**src/rtl/fpu_lzd_arbiter_pkg.sv**
```systemverilog
// Shared FPU constants for the leading-zero detector and its arbiter.
// Contents: LZD operand/count widths and the requester ids that tag each
// result so the exponent-adjust logic knows which front end it belongs to.
package fpu_lzd_arbiter_pkg;

  localparam int LZD_W     = 32;
  localparam int LZD_CNT_W = 6;

  // Requester ids carried alongside each operand through the pipeline.
  localparam logic REQ_ADDSUB = 1'b0;
  localparam logic REQ_I2F    = 1'b1;

endpackage

```
**src/rtl/fpu_lzd_arbiter_if.sv**
```systemverilog
// Handshake bundle between the normalization front ends and the LZD arbiter.
// master: requesters + result consumer (drive valids/data/flush/resp_ready).
// slave : the arbiter (drives readys and the tagged result).
interface fpu_lzd_arbiter_if;
  import fpu_lzd_arbiter_pkg::*;

  logic                 flush;
  logic                 req0_valid;
  logic                 req0_ready;
  logic [LZD_W-1:0]     req0_data;
  logic                 req1_valid;
  logic                 req1_ready;
  logic [LZD_W-1:0]     req1_data;
  logic                 resp_valid;
  logic                 resp_ready;
  logic                 resp_id;
  logic [LZD_CNT_W-1:0] resp_count;
  logic                 resp_zero;

  modport master (
    output flush, req0_valid, req0_data, req1_valid, req1_data, resp_ready,
    input  req0_ready, req1_ready, resp_valid, resp_id, resp_count, resp_zero
  );

  modport slave (
    input  flush, req0_valid, req0_data, req1_valid, req1_data, resp_ready,
    output req0_ready, req1_ready, resp_valid, resp_id, resp_count, resp_zero
  );

endinterface

```
**src/rtl/fpu_lzd_arbiter_lzd32.sv**
```systemverilog
// fpu_lzd32: combinational 32-bit leading-zero detector built as a tree of
// 2-bit leaves. Latency: zero cycles (pure combinational). No handshake.
// Ports: data (operand), count (zeros from bit 31, 0..32), zero (data == 0).
module fpu_lzd32
  import fpu_lzd_arbiter_pkg::*;
(
  input  logic [LZD_W-1:0]     data,
  output logic [LZD_CNT_W-1:0] count,
  output logic                 zero
);

  always_comb begin : tree
    // Level l holds 16>>l nodes, each covering 2^(l+1) bits; node 2i+1 is
    // the more significant half of its parent i.
    logic       z [0:4][0:15];
    logic [4:0] c [0:4][0:15];

    for (int l = 0; l < 5; l++) begin
      for (int i = 0; i < 16; i++) begin
        z[l][i] = 1'b0;
        c[l][i] = '0;
      end
    end

    for (int i = 0; i < 16; i++) begin
      z[0][i] = !(data[2*i+1] || data[2*i]);
      c[0][i] = {4'b0, !data[2*i+1]};
    end

    // If the upper half is all zero, the count is the lower half's count
    // plus the upper half's width (2^l); otherwise the upper count stands.
    for (int l = 1; l < 5; l++) begin
      for (int i = 0; i < (16 >> l); i++) begin
        z[l][i] = z[l-1][2*i+1] && z[l-1][2*i];
        c[l][i] = z[l-1][2*i+1] ? (c[l-1][2*i] | (5'd1 << l)) : c[l-1][2*i+1];
      end
    end

    zero  = z[4][0];
    // The tree saturates at 31 for an all-zero word; 32 is substituted here.
    count = z[4][0] ? 6'd32 : {1'b0, c[4][0]};
  end

endmodule

```
**src/rtl/fpu_lzd_arbiter.sv**
```systemverilog
// Shares one LZD between the add/sub normalizer (req0) and the int-to-bf16
// converter (req1) with round-robin arbitration and a tagged result.
// Latency: result valid two cycles after the accepting cycle; one per cycle.
// Backpressure: resp_ready low holds S2, then S1; readys drop once S1 is held.
// Ports: clk, rst (async, active-high), bus (slave modport: flush, two
// request handshakes, one tagged response handshake).
module fpu_lzd_arbiter
  import fpu_lzd_arbiter_pkg::*;
#(
  parameter int WIDTH = LZD_W,
  parameter int CNT_W = LZD_CNT_W
) (
  input  logic             clk,
  input  logic             rst,
  fpu_lzd_arbiter_if.slave bus
);

  logic             rr_ptr;

  logic             s1_valid;
  logic [WIDTH-1:0] s1_data;
  logic             s1_id;

  logic             s2_valid;
  logic [CNT_W-1:0] s2_count;
  logic             s2_zero;
  logic             s2_id;

  logic             s2_free;
  logic             s1_free;
  logic             grant0;
  logic             grant1;
  logic             rdy0;
  logic             rdy1;
  logic             take;
  logic             take_id;

  logic [CNT_W-1:0] lzd_count;
  logic             lzd_zero;

  always_comb begin
    s2_free = !s2_valid || bus.resp_ready;
    s1_free = !s1_valid || s2_free;
    // A lone requester always wins; on contention rr_ptr picks.
    grant1  = bus.req1_valid && (!bus.req0_valid || rr_ptr);
    grant0  = bus.req0_valid && !grant1;
    // rst gating keeps the readys at their reset value while rst is held,
    // even though they are otherwise combinational.
    rdy0    = grant0 && s1_free && !bus.flush && !rst;
    rdy1    = grant1 && s1_free && !bus.flush && !rst;
    take    = rdy0 || rdy1;
    take_id = rdy1 ? REQ_I2F : REQ_ADDSUB;
  end

  assign bus.req0_ready = rdy0;
  assign bus.req1_ready = rdy1;

  // Stage 1: accepted operand and its owner.
  always_ff @(posedge clk or posedge rst) begin
    if (rst) begin
      s1_valid <= 1'b0;
      s1_data  <= '0;
      s1_id    <= 1'b0;
    end else begin
      if (bus.flush) begin
        s1_valid <= 1'b0;
      end else if (s1_free) begin
        s1_valid <= take;
      end
      if (take) begin
        s1_data <= rdy1 ? bus.req1_data : bus.req0_data;
        s1_id   <= take_id;
      end
    end
  end

  fpu_lzd32 u_lzd (
    .data  (s1_data),
    .count (lzd_count),
    .zero  (lzd_zero)
  );

  // Stage 2: result register. Fields only change when S2 is free, so they
  // stay stable for the whole time a response is stalled.
  always_ff @(posedge clk or posedge rst) begin
    if (rst) begin
      s2_valid <= 1'b0;
      s2_count <= '0;
      s2_zero  <= 1'b0;
      s2_id    <= 1'b0;
    end else begin
      if (bus.flush) begin
        s2_valid <= 1'b0;
      end else if (s2_free) begin
        s2_valid <= s1_valid;
      end
      if (s2_free && s1_valid) begin
        s2_count <= lzd_count;
        s2_zero  <= lzd_zero;
        s2_id    <= s1_id;
      end
    end
  end

  // Loser of the last accepted handshake gets priority next time.
  always_ff @(posedge clk or posedge rst) begin
    if (rst) begin
      rr_ptr <= 1'b0;
    end else if (take) begin
      rr_ptr <= ~take_id;
    end
  end

  assign bus.resp_valid = s2_valid;
  assign bus.resp_id    = s2_id;
  assign bus.resp_count = s2_count;
  assign bus.resp_zero  = s2_zero;

endmodule
```
**src/flat_wrapper.sv**
```systemverilog
// flat-port wrapper written by rule: the top's interface ports become plain ports
module fpu_lzd_arbiter_flat import fpu_lzd_arbiter_pkg::*;
#(
  parameter int WIDTH = LZD_W,
  parameter int CNT_W = LZD_CNT_W
)
  (clk, rst, bus_flush, bus_req0_valid, bus_req0_data, bus_req1_valid, bus_req1_data, bus_resp_ready, bus_req0_ready, bus_req1_ready, bus_resp_valid, bus_resp_id, bus_resp_count, bus_resp_zero);
  fpu_lzd_arbiter_if bus_i ();
  input  logic clk;
  input  logic rst;
  input wire logic [$bits(bus_i.flush)-1:0] bus_flush;
  input wire logic [$bits(bus_i.req0_valid)-1:0] bus_req0_valid;
  input wire logic [$bits(bus_i.req0_data)-1:0] bus_req0_data;
  input wire logic [$bits(bus_i.req1_valid)-1:0] bus_req1_valid;
  input wire logic [$bits(bus_i.req1_data)-1:0] bus_req1_data;
  input wire logic [$bits(bus_i.resp_ready)-1:0] bus_resp_ready;
  output wire logic [$bits(bus_i.req0_ready)-1:0] bus_req0_ready;
  output wire logic [$bits(bus_i.req1_ready)-1:0] bus_req1_ready;
  output wire logic [$bits(bus_i.resp_valid)-1:0] bus_resp_valid;
  output wire logic [$bits(bus_i.resp_id)-1:0] bus_resp_id;
  output wire logic [$bits(bus_i.resp_count)-1:0] bus_resp_count;
  output wire logic [$bits(bus_i.resp_zero)-1:0] bus_resp_zero;
  assign bus_i.flush = bus_flush;
  assign bus_i.req0_valid = bus_req0_valid;
  assign bus_i.req0_data = bus_req0_data;
  assign bus_i.req1_valid = bus_req1_valid;
  assign bus_i.req1_data = bus_req1_data;
  assign bus_i.resp_ready = bus_resp_ready;
  assign bus_req0_ready = bus_i.req0_ready;
  assign bus_req1_ready = bus_i.req1_ready;
  assign bus_resp_valid = bus_i.resp_valid;
  assign bus_resp_id = bus_i.resp_id;
  assign bus_resp_count = bus_i.resp_count;
  assign bus_resp_zero = bus_i.resp_zero;
  fpu_lzd_arbiter #(.WIDTH(WIDTH), .CNT_W(CNT_W)) u_core (.clk(clk), .rst(rst), .bus(bus_i));
endmodule
```
**config.mk**
```make
export PLATFORM = sky130hd
export DESIGN_NAME = fpu_lzd_arbiter_flat
export DESIGN_NICKNAME = d
export VERILOG_FILES = /design/src/rtl/fpu_lzd_arbiter_pkg.sv /design/src/rtl/fpu_lzd_arbiter_if.sv /design/src/rtl/fpu_lzd_arbiter_lzd32.sv /design/src/rtl/fpu_lzd_arbiter.sv /design/src/flat_wrapper.sv
export SDC_FILE = /design/constraint.sdc
export NUM_CORES = 1
export LEC_CHECK = 0
export ABC_AREA = 1
export CORE_MARGIN = 10
export CORE_UTILIZATION = 35
export CTS_CLUSTER_DIAMETER = 120
export DETAILED_ROUTE_END_ITERATION = 6
export GPL_TIMING_DRIVEN = 1
export PLACE_DENSITY = 0.65
export SETUP_SLACK_MARGIN = 0.3
export SYNTH_ARGS = -nofsm -noshare
export SYNTH_HDL_FRONTEND = slang
export SYNTH_SLANG_ARGS = --single-unit
```
**constraint.sdc**
```tcl
create_clock -name clk -period 1.3 [get_ports clk]
set_input_delay 0.13 -clock clk [delete_from_list [all_inputs] [get_ports clk]]
set_output_delay 0.13 -clock clk [all_outputs]
set_load 0.05 [all_outputs]
```
==> metrics, run 1 <==
crit path launch type flop; Setup-failing EPs final 40; Core Box Area 6277 µm²; CP Max Fanout 3; die height approximately 100 µm; crit end category output port; class of the most critical setup path reg -> out; first-pass GRT wire length between 10000 and 15000 µm; CTS Hold Buffers Added 0; synthesis-stage register bit count 43; synthesized cell area 2242 µm²; fin. max-slew vios 0; Layout Nets 517; clock latency on the worst-skew pair 320 ps; aggregate global-route resource usage 0.1459; Met2 Wirelength roughly 4300 µm; Die Wd 100.0 µm; total negative slack -3576 ps; Num CTS Buffers 5; via count 2608; Final period util 1.129; Slew HR 0.8148; first-pass iteration count of the detailed router 4; cell count after synthesis 299; antenna violations before repair 0; wire per inst ~16 µm; Area after DPL 3615 µm²; Util after Layout 0.6924; sequential area share after synthesis 0.4799; largest net degree at the start of global routing 36; Initial Utilization 0.3572; cell leakage power 1.897 nW; I/O Buffers 80; worst setup margin -168.1 ps; synth unique cells 24; Syn. warnings 0; violated checks setup timing; Top Ports 81; overall power roughly 5.2 mW; RSZ-0062 raised after global routing yes; reg2reg path depth 7; Slew @ Worst Pin 275.0 ps; root buffer cell clkbuf_8; RR Startpoint u_core.rr_ptr; HP Class in -> async; CTS tree yes; clock sinks 43; Max Fclk 681.1 MHz; Metal-1 WL 3245 µm; worst-case clock buffer depth 2; vias per cell 4.968; status complete, but fails checks; Diodes inserted 0; placed wire-length estimate 5213 µm; share of layout cells above drive strength 1 0.3638; number of nets with antenna violations after routing 0; WL met3 505 µm; total wire length approximately 8400 µm; row count 29; Iter 0 DRT Violations 149; Worst EP arrival 1340 ps; pre-CTS setup slack -358.6 ps; WP data required 1170 ps; vias in the first global route 2688; DRC viols 0; total global routing overflow 0; min Tclk post-route 1468 ps; Top Metal Used met4; H-tree depth 2; Worst Clk Skew 13.55 ps; PwrDens 1202 nW/µm²; clk slew on worst S/H paths approximately 90 ps; Syn-to-layout area delta 93.86%; VDD IR max 0.8881 mV; DIE AREA 10010 µm²; final instance area 4347 µm²; RePlAce Congestion 0.7965; crit path launch u_core.bus.resp_valid; Net Count, Synth around 370; max-cap violations 0; syn_area_per_cell roughly 7.5 µm²; Fin. Hold Viols 0
==> cells by family (layout without fill, tap and decap cells) <==
kind of cell	Yosys count	count (layout)	share of synthesized area
flip-flops	43	43	0.4799
buffers and inverters	43	192	0.08593
AO/OA/AOI/OAI	71	71	0.1830
AND/OR/NAND/NOR	142	142	0.2511
==> Yosys cell counts (all sizes together) <==
cell type  number  area [µm²]
a31oi          14       87.58
nor2           70       270.3
o21bai          1       7.510
o211ai          1       7.510
nor3            1       5.000
buf            12       76.31
o22ai          19       118.9
a21oi           5       25.02
inv            30       112.6
nand3           9       45.04
o21ai          29       148.9
and2            1       6.260
nand2          61       236.5
o21a            2       15.01
clkbuf          1       3.750
dfrtp          43        1076
==> timing repair <==
action | in CTS | in global routing
hold endpoints to repair | 0 | 0
endpoints found under the setup margin | 53 | 53
resized for setup | 52 | 34
cloned | 2 | 6
pin swaps | 21 | 14
setup buffers | 18 | 5
==> layout make-up <==
class                   count  area, µm²
inverters                  30      122.6
multi-input cells         213       1239
fillers                   462       1931
flip-flops and latches     43       1079
repair buffers            154       1710
clock buffers               8      100.1
well taps                  77      96.34
==> power by group <==
part | leakage (nW) | switching, mW | total, mW | internal (mW)
registers | 0.514 | 0.224 | 1.87 | 1.65
logic | 1.33 | 1.11 | 2.37 | 1.27
clock network | 0.0515 | 0.492 | 0.978 | 0.485
==> flip-flops by register name, summed over array words and instances (netlist names) <==
name / cells
u_core.bus.resp_valid: 1
u_core.bus.resp_id: 1
u_core.s1_id: 1
u_core.rr_ptr: 1
u_core.s1_valid: 1
u_core.bus.resp_count: 6
u_core.s1_data: 32
==> placed cells by master (no fill, tap or decap), types with 2 or more instances in the layout <==
| cell type | count |
|---|---|
| o22ai_1 | 16 |
| o22ai_2 | 3 |
| clkdlybuf4s50_1 | 69 |
| nor2_4 | 6 |
| inv_1 | 18 |
| buf_4 | 51 |
| buf_16 | 2 |
| buf_6 | 9 |
| o21a_1 | 2 |
| nand3_2 | 3 |
| a21oi_1 | 5 |
| nor2_2 | 12 |
| inv_2 | 9 |
| o21ai_2 | 16 |
| o21ai_0 | 6 |
| nand2_4 | 4 |
| dfrtp_2 | 2 |
| nand2_2 | 7 |
| clkinvlp_4 | 2 |
| dfrtp_1 | 41 |
| buf_12 | 17 |
| a31oi_1 | 14 |
| nand3_1 | 5 |
| clkbuf_16 | 5 |
| nor2_1 | 52 |
| o21ai_1 | 4 |
| clkbuf_8 | 7 |
| nand2_1 | 49 |
| o21ai_4 | 3 |
==> path summary, 6_finish.rpt <==
path / endpoint / slack (ps)
setup reg to reg: u_core.s1_data[25] / -130
min in group clk: u_core.s1_data[3] / 380
setup / recovery: bus_req0_ready / -170
hold / removal: u_core.bus.resp_count[4] / 200
max in group asynchronous: u_core.s1_data[25] / 720
hold reg to reg: u_core.s1_id / 540
==> metrics by stage <==
stage | hold WS, ps | cells
CTS | 221.0 | 514
floorplan | 127.8 | 299
global route | 218.5 | 525
global placement | 508.7 | 486
detailed placement | 516.0 | 486
finish | 201.5 | 525
==> routing by layer <==
layer  track usage  vias up
li1              -     1285
met1        0.1541     1218
met2        0.2703       80
met3       0.04602       25
met4       0.04130        0
met5             0        -
==> critical path, cell delays in order (launching register included) <==
cell and delay [ps]:
dfrtp_2 410, nand3_2 80, nand2_2 80, inv_2 80, nand3_4 110, clkinvlp_4 130, buf_12 130
(Power assumes the default switching activity.)
==> run 2, diff against run 1 <==
- PLACE_DENSITY: 0.65 -> 0.62
- clock period: 1.3 -> 1.8 ns (I/O delays scaled with it)
==> run 2 against run 1 <==
Net effect:
- largest power group is now registers
- first-iteration DRC count is 43% lower
- setup slack better by 410 ps
- the flow now finishes without violations
- sequential power is 29% lower
- non-clock buffer count is 51 lower
- via count is 14% lower
- critical endpoint is now bus_req1_ready
- total power is 39% lower
==> metrics, run 2 (synthesis results as in run 1) <==
share of layout cells above drive strength 1 0.1461 (-0.2177); PwrDens 897.0 nW/µm² (-25%); Final period util 0.8640; total global routing overflow 0 (unchanged); Slew @ Worst Pin 499.1 ps (+224.1 ps); VDD IR max 0.8168 mV (-8.0%); vias in the first global route 2285 (-15%); total wire length 6848 µm (-18%); final instance area 3572 µm² (-18%); Num CTS Buffers 5 (unchanged); cell leakage power 1.564 nW (-18%); Max Fclk 643.0 MHz; clock sinks 43 (unchanged); Largest Register u_core.s1_data; root buffer cell clkbuf_8; crit path launch type primary input; min Tclk post-route between 1500 and 2000 ps; Slew HR 0.6686 (-0.1461); DIE AREA 10010 µm² (unchanged); Fin. Hold Viols 0 (unchanged); row count 29 (unchanged); crit end category output port; first-pass iteration count of the detailed router 4 (unchanged); RR Startpoint u_core.rr_ptr; Layout Nets 466 (-9.9%); Initial Utilization 0.3572 (unchanged); commonest non-fill, non-tap cell in the layout clkdlybuf4s50_1; largest net degree at the start of global routing 44 (+22%); Syn-to-layout area delta 59.32%; crit path launch bus_req0_valid; wire per inst 14.45 µm (-9.5%); Top Ports 81 (unchanged); Setup-failing EPs final 0 (-100%); WP data required 1620 ps (+450 ps); via count 2240 (-14%); clk slew on worst S/H paths 80 ps (about the same); Area after DPL 3219 µm² (-11%); Worst Clk Skew 4.042 ps (-9.505 ps); antenna violations before repair 0 (unchanged); DRC viols 0 (unchanged); HP Class in -> reg; vias per cell 4.726 (-4.9%); placed wire-length estimate 4964 µm (-4.8%); Diodes inserted 0 (unchanged); max reg flops 32 (unchanged); total negative slack 0 ps (+3576 ps); first-pass GRT wire length 10350 µm (-15%); number of nets with antenna violations after routing 0 (unchanged); CTS tree yes; RePlAce Congestion 0.8476 (+6.4%); aggregate global-route resource usage 0.1249 (-0.02098); Iter 0 DRT Violations 85 (-43%); H-tree depth 2 (unchanged); max-cap violations 0 (unchanged); Die Wd 100.0 µm (unchanged); CP Max Fanout 9 (+6); worst-case clock buffer depth 2 (unchanged); die height 100.0 µm (unchanged); overall power 3.204 mW (-39%); status completed; I/O Buffers 80 (unchanged); RSZ-0062 raised after global routing yes; fin. max-slew vios 0 (unchanged); CTS Hold Buffers Added 0 (unchanged); hold wc startpoint bus_flush; Core Box Area 6277 µm² (unchanged); commonest cells after routing, fill and taps aside clkdlybuf4s50_1 (68), nor2_1 (61), nand2_1 (55); class of the most critical setup path in -> out; Worst EP arrival 1380 ps (+40 ps); clock latency on the worst-skew pair 290 ps (-30 ps)
run 2: cell count changes in the layout (fill, tap and decap cells not counted), sizes merged:
cell | previous run | this run
clkbuf | 13 | 10
bufinv | 0 | 1
clkinv | 0 | 2
clkdlybuf4s50 | 69 | 68
clkinvlp | 2 | 1
buf | 80 | 22
dlymetal6s2s | 0 | 1
dlygate4sd2 | 0 | 8
run 2: final cells by class:
cell class / count / area, µm²
inverter: 30 / 116.4
sequential: 43 / 1077
clock inverter: 2 / 35.03
fill: 610 / 2705
tap: 77 / 96.34
multi-input combinational: 213 / 1052
timing repair buffer: 103 / 1112
clock buffer: 6 / 82.58
run 2: power breakdown:
part           switching (mW)  internal (mW)
clock network           0.326          0.449
registers               0.132           1.19
logic                   0.627          0.482
run 2: critical path, cell delays in order:
cell and delay (ps):
clkdlybuf4s50_1 500, inv_1 60, o21ai_2 150, buf_4 150, nor2_4 50, buf_12 130
buf_12 140
run 2: per-stage QoR:
| step | cells | utilization | setup slack (ps) | hold slack [ps] |
|---|---|---|---|---|
| 3_3_place_gp | 451 | 0.5129 | 171.6 | 470.8 |
| 4_1_cts | 465 | 0.5386 | 145.7 | 273.3 |
| 5_1_grt | 474 | 0.5691 | 178.1 | 151.6 |
| 6_report | 474 | 0.5691 | 244.7 | 135.6 |
| 2_1_floorplan | 299 | - | 312.7 | 239.5 |
| 3_5_place_dp | 451 | 0.5129 | 126.0 | 474.6 |
run 2: routing by layer:
layer | global-route usage | part of all wire | up-vias
li1 | - | - | 1178
met1 | 0.1521 | 0.44 | 1002
met2 | 0.2056 | 0.48 | 54
met3 | 0.04052 | 0.061 | 6
met4 | 0.03696 | 0.011 | 0
met5 | 0 | 0 | -
run 2: repair_timing:
item | CTS | global route
gates cloned | 0 | 3
resized for setup | 13 | 25
setup buffers | 6 | 6
endpoints found under the setup margin | 12 | 24
pin swaps | 3 | 9
run 2: final timing paths:
path	slack, ps	to	depth (start not counted)
max in group asynchronous	1300	u_core.bus.resp_valid	3
hold / removal	140	u_core.bus.resp_valid	2
hold reg to reg	490	u_core.bus.resp_count[2]	2
setup reg to reg	360	u_core.s1_data[1]	8
min in group asynchronous	290	u_core.s1_id	3
setup / recovery	240	bus_req1_ready	7
==> run 3, diff against run 2 <==
- CTS_BUF_LIST: default -> sky130_fd_sc_hd__clkbuf_8
==> results of run 3 <==
No change in the layout: final DEF, timing and power equal those of run 2.
